[src/rtl/flag_stack.sv]
// Flag register with per-bit write mask, sticky bits and a save/restore stack.
// All state advances on the falling edge of clk; reset is asynchronous.
module flag_stack #(
  parameter int unsigned  N      = 4,
  parameter int unsigned  DEPTH  = 4,
  parameter logic [N-1:0] STICKY = '0
) (
  input  logic                       clk,
  input  logic                       rst,
  input  logic [N-1:0]               in,
  input  logic                       w,
  input  logic [N-1:0]               mask,
  input  logic                       clr,
  input  logic                       push,
  input  logic                       pop,
  input  logic                       err_clr,
  output logic [N-1:0]               flags,
  output logic [$clog2(DEPTH+1)-1:0] count,
  output logic                       full,
  output logic                       empty,
  output logic                       err
);

  localparam int unsigned CW = $clog2(DEPTH + 1);
  localparam int unsigned AW = (DEPTH > 1) ? $clog2(DEPTH) : 1;

  logic [N-1:0]  stack [0:DEPTH-1];
  logic [N-1:0]  flags_upd;
  logic [N-1:0]  flags_nxt;
  logic [CW-1:0] count_nxt;
  logic          err_nxt;
  logic          do_push;
  logic          do_pop;
  logic          stack_err;
  logic [AW-1:0] push_idx;
  logic [AW-1:0] top_idx;

  assign full  = (count == CW'(DEPTH));
  assign empty = (count == '0);

  assign push_idx = AW'(count);
  assign top_idx  = AW'(count - CW'(1));

  // Push and pop together cancel; neither counts as an error then.
  assign do_push   = push && !pop && !full;
  assign do_pop    = pop && !push && !empty;
  assign stack_err = (push && !pop && full) || (pop && !push && empty);

  // Masked write; sticky bits only accumulate and are zeroed by clr.
  always_comb begin
    flags_upd = flags;
    for (int i = 0; i < int'(N); i++) begin
      if (STICKY[i]) begin
        if (clr)                 flags_upd[i] = 1'b0;
        else if (w && mask[i])   flags_upd[i] = flags[i] | in[i];
      end else if (w && mask[i]) begin
        flags_upd[i] = in[i];
      end
    end
  end

  always_comb begin
    flags_nxt = flags_upd;
    count_nxt = count;
    err_nxt   = err;
    if (do_pop) begin
      flags_nxt = stack[top_idx];
      count_nxt = count - CW'(1);
    end else if (do_push) begin
      count_nxt = count + CW'(1);
    end
    if (stack_err)    err_nxt = 1'b1;
    else if (err_clr) err_nxt = 1'b0;
  end

  always_ff @(negedge clk or posedge rst) begin
    if (rst) begin
      flags <= '0;
      count <= '0;
      err   <= 1'b0;
    end else begin
      flags <= flags_nxt;
      count <= count_nxt;
      err   <= err_nxt;
    end
  end

  // Entry storage is not reset; count guards against reading stale entries.
  always_ff @(negedge clk) begin
    if (do_push && !rst) stack[push_idx] <= flags;
  end

endmodule

[config.mk]
export PLATFORM = sky130hd
export DESIGN_NAME = flag_stack
export DESIGN_NICKNAME = d
export VERILOG_FILES = /design/src/rtl/flag_stack.sv
export SDC_FILE = /design/constraint.sdc
export NUM_CORES = 1
export LEC_CHECK = 0
export CAP_MARGIN = 25
export CORE_ASPECT_RATIO = 0.75
export CORE_MARGIN = 8
export CORE_UTILIZATION = 44
export DETAILED_ROUTE_END_ITERATION = 8
export GPL_TIMING_DRIVEN = 0
export PLACE_DENSITY = 0.74
export SLEW_MARGIN = 20
export SYNTH_ARGS = -nofsm -noshare
export SYNTH_HDL_FRONTEND = slang
export SYNTH_SLANG_ARGS = --single-unit
[constraint.sdc]
create_clock -name clk -period 1.9 [get_ports clk]
set_input_delay 0.38 -clock clk [delete_from_list [all_inputs] [get_ports clk]]
set_output_delay 0.38 -clock clk [all_outputs]
set_load 0.05 [all_outputs]
* Word-level counts from Yosys, hierarchy flattened
Memories as Yosys holds them, arrays and structs flattened. Index checks and enable logic that the tools add are counted.
Word-level totals: flip-flop bits (word level) 8, memory bits (writable) 16, memories 1
Cells by class: $add $sub $neg 2, equality and inequality tests 1, mux-type cells 11, reduce and logical (&&, ||, !) cells 24
Memory list:
- stack | depth 4, width 4, rd ports 1, clocked after memory_dff 0, wr ports 1, line 27 | logic [N-1:0] stack [0:DEPTH-1];
Operator list (number):
- 2-bit nonzero test | 6
- 1-bit logical AND | 11
- 1-bit two-way mux | 8
- 3-bit two-way mux | 2
- 1-bit logical NOT | 5
- 4-bit two-way mux | 1
- 3-bit by 1-bit adder with 3-bit output, second input constant | 1
- 3-bit == test, second input constant | 1
- 3-bit logical NOT | 1
- 3-bit by 1-bit subtractor with 3-bit output, second input constant | 1
- 1-bit logical OR | 1

* Logic depth before layout (Yosys ltp)
Gate-level depths: netlist (run 1).
word-level depth 6, gate-level depth with buffers 8, depth with buffers taken out 6

==> flow_summary.ini, run 1 <==
[clock_tree]
htree_levels = 1
clkSinkCount = 24
ctsHoldBuffers = 0
cts_tree = yes
numCtsBuffers = 3
clk_path_buf_depth = 2
clkTransAtPathRegs_ns = 0.10
clock_latency_ns = 0.40
clockRootBuffer = clkbuf_4

[worst_hold_path]
hold_path.class = reg2reg

[detailed_routing]
wl_per_cell_um = 17.0
vias_per_cell = 4.99
drtIter0Drc = 38
wl_mm = 2.99
dr_total_vias = 878
firstDrtPassIters = 4
drc = 0
ant_nets = 0

[placed_design]
dp_hpwl_mm = 1.91
globalplace.congestion = 0.758
portBuffers = 23
dpl.cell_count = 139

[sta]
rsz0062_at_grt = yes
setup_viol = 11
whs_ns = 0.552
hold_viol = 0
worst_slew_margin_rel_pct = 76.3
fin_ws_ns = -0.851
finalClockSkew_ns = 0.0831
slew_violations = 0
tightest_slew_ns = 0.355

[global_routing]
grt_pass1_vias = 949
gr-total-overflow = 0
antenna_found_initial = 0
top_usage_layer = met2
grt_max_degree = 15
grt_pass1_wl_mm = 4.77
grt_use_met1_pct = 17.1
use_met2_pct = 24.8
grt_usage_pct = 14.7
use_met3_pct = 5.70

[final_layout]
syn_to_final_growth_pct = 57.3
drive_above_1_share_pct = 41.4
multiInputGateArea_um2 = 487
ff_latch_area_um2 = 681
antenna_cells = 0
nets = 162
fin_cells = 176
fill_cells = 194
post-route-util_pct = 69.8

[die]
core-area_um2 = 2520
fp.dieW_um = 74.3
pin_count = 25
initial_core_util_pct = 44.4
die_h_um = 59.7
dieArea_um2 = 4430
num_rows = 16

[power]
internal_power_mw = 1.69
power.share.clock_pct = 13.2
p_sw_mw = 1.26
swShare_pct = 42.8
seqPwrFrac_pct = 27.0
ir_drop_mv = 1.13
power_frac_comb_pct = 59.7
powerDensity_nw_per_um2 = 1680
p_leak_nw = 0.810

[synth]
yosysTopAreaCell = edfxtp_1
synthArstFlopShare_pct = 33.3
synth_most_common_cell = edfxtp_1
synthesis.area_um2 = 1120
synthDistinctLibCells = 24
synthTopCellsByArea = edfxtp_1 43%, dfrtn_1 18%, mux4_2 8.0%, ha_1 6.7%, mux2i_1 3.6%
syn_avg_cell_area_um2 = 14.0
synth_edf_count = 16
netlist.area_leader.share_pct = 42.9
yosysWarnings = 0
ys.flop_type = edfxtp_1
ys_seq_elements = 24
synth_nets = 101
synth_common_cells = 16 x edfxtp_1, 9 x nand2_1, 8 x dfrtn_1, 7 x inv_1, 6 x ha_1
synthCells = 80
ys_seq_area_share_pct = 60.8

[outcome]
violations = setup timing
run_status = complete, but fails checks

[critical_path]
crit_type = reg2out
crit_family = flip-flops
critPathLaunchType = flop
crit_arrival_ns = 2.37
crit_chain = buf_6, inv_6, ha_4, nand2_4, clkinvlp_4, buf_8
critPathBufInv = 4
cpPeakStageDelay_ns = 0.46
path_max_fanout = 3
cp_slowest_cell = dfrtn_1
worstPathRequired_ns = 1.52
cp-end-kind = primary output

[run]
max-cap-violations = 0
==> metrics by stage <==
| step | total power [mW] | setup WS [ns] | cell area, um2 | setup TNS (ns) |
|---|---|---|---|---|
| after floorplan | 1.76 | -0.910 | 1170 | -10.37 |
| after global placement | 2.11 | -1.25 | 1450 | -29.75 |
| after detailed placement | 2.15 | -1.25 | 1450 | -31.24 |
| after CTS | 2.83 | -0.825 | 1710 | -5.03 |
| after global routing | 3.12 | -0.899 | 1760 | -5.45 |
| final | 2.95 | -0.851 | 1760 | -5.06 |
==> metal layers <==
layer  vias to the layer above  share of wire (%)
met4                         0               0.30
li1                        410                  -
met2                        26                 53
met1                       440                 40
met5                         -                  0
met3                         2                6.7
==> cell families after synthesis <==
logic type	count (synthesis)	share of synthesized area, %
flops	24	60.8
simple gates	21	10.4
compound gates	10	5.59
buf+inv	10	4.13
mux	8	11.6
fa+ha+maj	6	6.70
xor+xnor	1	0.782
==> placed cells by master, fill, tap and decap left out, drive strengths merged, types with 4 or more instances in the layout <==
cell type,count
and2,4
mux2i,4
dfrtn,8
buf,34
ha,6
nand2,9
mux4,4
o21ai,4
clkdlybuf4s50,5
edfxtp,16
inv,21
==> area by class of cell <==
type	instances	share of cell area [%]
clock inverters	17	3.91
plain buffers	2	1.28
repair buffers	42	22.9
well taps	36	2.56
clock buffers	3	1.28
multi-input cells	46	27.6
flip-flops and latches	24	38.6
inverters	6	1.78
==> power groups by stage <==
| stage | Combinational (mW) | Sequential, mW | Clock (mW) |
|---|---|---|---|
| after floorplan | 0.590 | 1.12 | 0.0539 |
| after global routing | 1.89 | 0.807 | 0.425 |
| after global placement | 1.22 | 0.841 | 0.0539 |
| after CTS | 1.64 | 0.799 | 0.390 |
| after detailed placement | 1.24 | 0.856 | 0.0539 |
| final | 1.76 | 0.798 | 0.390 |
==> registers in the layout (all words and copies together) (netlist names) <==
register,cells
stack,16
flags,4
err,1
count,3
==> worst register-to-register path, cell delays in order (launching register included) <==
cell and delay (ns):
dfrtn_1 0.46, buf_6 0.12, inv_6 0.04, ha_4 0.16
ha_4 0.16, buf_4 0.15, nor3b_4 0.29, a21oi_1 0.12
xnor2_1 0.16
==> timing repair <==
| action | 4_1_cts | 5_1_grt |
|---|---|---|
| setup buffers | 15 | 5 |
| pin swaps | 5 | 6 |
| endpoints found under the setup margin | 34 | 31 |
| resized for setup | 103 | 10 |
==> worst paths after layout <==
check / from / endpoint / slack (ns) / cells after the start
max in group asynchronous: rst / flags[1] / 0.75 / 2
min in group asynchronous: rst / count[0] / 0.87 / 2
worst max-delay path: count[0] / full / -0.85 / 6
worst max register to register: count[0] / count[0] / 0.09 / 8
worst min-delay path: err / err / 0.55 / 2
worst min register to register: err / err / 0.55 / 2
No activity file was read; power rests on OpenSTA's default activity.
==> inputs of run 2 (changes only) <==
clock period = 2.3 ns   (was 1.9 ns; I/O delays follow)
==> flow_summary.ini, run 2 (synthesis gave the netlist of run 1 again) <==
[sta]
rsz0062_at_grt = yes
final.setup.tns_ns = -4.02
slew_violations = 0
tightest_slew_ns = 0.465
setup_viol = 11
hold_viol = 0
fin_ws_ns = -0.795
finalClockSkew_ns = 0.0796
worst_slew_margin_rel_pct = 69.0

[final_layout]
drive_above_1_share_pct = 39.4
nets = 164
antenna_cells = 0
largest_reg_flops = 16
largest-register = stack
post-route-util_pct = 70.4
most-common-layout-cells = 20 x inv_1, 16 x buf_4, 16 x edfxtp_1
final_common_cell = inv_1
fin_cells = 178
syn_to_final_growth_pct = 58.5
reg.largest.list = stack x16, flags x4, count x3

[detailed_routing]
drtIter0Drc = 49
wl_mm = 3.01
vias_per_cell = 5.11
drc = 0
dr_total_vias = 909
ant_nets = 0
wl_per_cell_um = 16.9
firstDrtPassIters = 4

[placed_design]
globalplace.congestion = 0.789
dp_hpwl_mm = 1.85
dpl.cell_count = 139
portBuffers = 23
pre_cts_ws_ns = -1.11

[die]
fp.dieW_um = 74.3
pin_count = 25
initial_core_util_pct = 44.4
num_rows = 16
dieArea_um2 = 4430
core-area_um2 = 2520
die_h_um = 59.7

[power]
powerDensity_nw_per_um2 = 1360
p_leak_nw = 0.788
ir_drop_mv = 0.952
power_mw = 2.42

[critical_path]
rr_worst_depth = 9
crit_end = full
critPathLaunchType = flop
cp-end-kind = primary output
critPathBufInv = 4
ff2ff_setup_slack_ns = 0.33
startpoint = count[0]
worstPathRequired_ns = 1.84
cpPeakStageDelay_ns = 0.49
crit_chain = buf_6, inv_6, ha_4, nand2_4, clkinvlp_4, buf_8
crit_type = reg2out
path_max_fanout = 3
cp_slowest_cell = dfrtn_1
rr_startpoint = count[0]
crit_arrival_ns = 2.63
cp_num_cells = 6
crit_family = flip-flops
reg2reg_to = count[1]

[clock_tree]
clockRootBuffer = clkbuf_4
numCtsBuffers = 3
clk_path_buf_depth = 2
ctsHoldBuffers = 0
htree_levels = 1
clkTransAtPathRegs_ns = 0.09
cts_tree = yes
clock_latency_ns = 0.39
clkSinkCount = 24

[global_routing]
grt_pass1_vias = 965
grt_usage_pct = 14.3
grt_max_degree = 14
grt_pass1_wl_mm = 4.66
gr-total-overflow = 0
antenna_found_initial = 0

[run]
max-cap-violations = 0

[outcome]
run_status = complete, but fails checks
violations = setup timing

[worst_hold_path]
hold_path.class = reg2reg
run 2: cell count changes in the layout (fill, tap and decap cells not counted), moves of 2 or more:
cell             delta
buf_4               -2
buf_6               +4
clkdlybuf4s50_1     +4
dlymetal6s2s_1      -3
run 2: report_power, final:
part / leakage [nW] / internal, mW / switching, mW
clock network: 0.0991 / 0.100 / 0.204
logic: 0.446 / 0.670 / 0.774
registers: 0.243 / 0.600 / 0.0710
total: 0.788 / 1.37 / 1.05
run 2: repair_timing:
item / 4_1_cts / 5_1_grt
pin swaps: 5 / 2
setup endpoints to repair: 34 / 21
gates resized for setup: 101 / 8
buffers inserted: 16 / 4
run 2: how the worst min path moves through the flow:
| stage | startpoint | to | slack, ns | depth (start not counted) |
|---|---|---|---|---|
| 4_1_cts | err | err | 0.60 | 2 |
| 2_1_floorplan | stack[1][0] | flags[0] | 0.54 | 3 |
| 5_1_grt | flags[1] | stack[3][1] | 0.63 | 1 |
| 6_report | err | err | 0.59 | 2 |
| 3_3_place_gp | err | err | 0.53 | 2 |
| 3_5_place_dp | stack[1][2] | flags[2] | 0.57 | 3 |
run 2: layout make-up:
cell class,count,area [um2]
plain buffers,3,26.3
clock buffers,3,22.5
clock inverters,17,65.1
fillers,168,747
inverters,6,31.3
multi-input cells,46,487
flip-flops and latches,24,681
well taps,36,45.0
repair buffers,43,418
run 2: per-stage QoR:
stage	cell area [um2]	hold WS (ns)
final	1780	0.592
after global routing	1780	0.626
after detailed placement	1430	0.566
after CTS	1720	0.604
after global placement	1430	0.526
after floorplan	1150	0.537
run 2: worst register-to-register path, delay by kind of cell, from the launching register on:
family                   cells  cell delay [ns]
AO/OA/AOI/OAI                1             0.08
AND/OR/NAND/NOR              1             0.29
adder cells (fa/ha/maj)      2             0.32
buffers and inverters        5             0.64
flip-flops                   1             0.49
run 2: routing by layer:
metal	track usage, %	vias to the layer above	wire length [um]
met3	1.68	7	84
met4	7.22	0	61
met2	26.4	24	1660
met1	15.9	466	1200
met5	0	-	0
li1	-	412	-
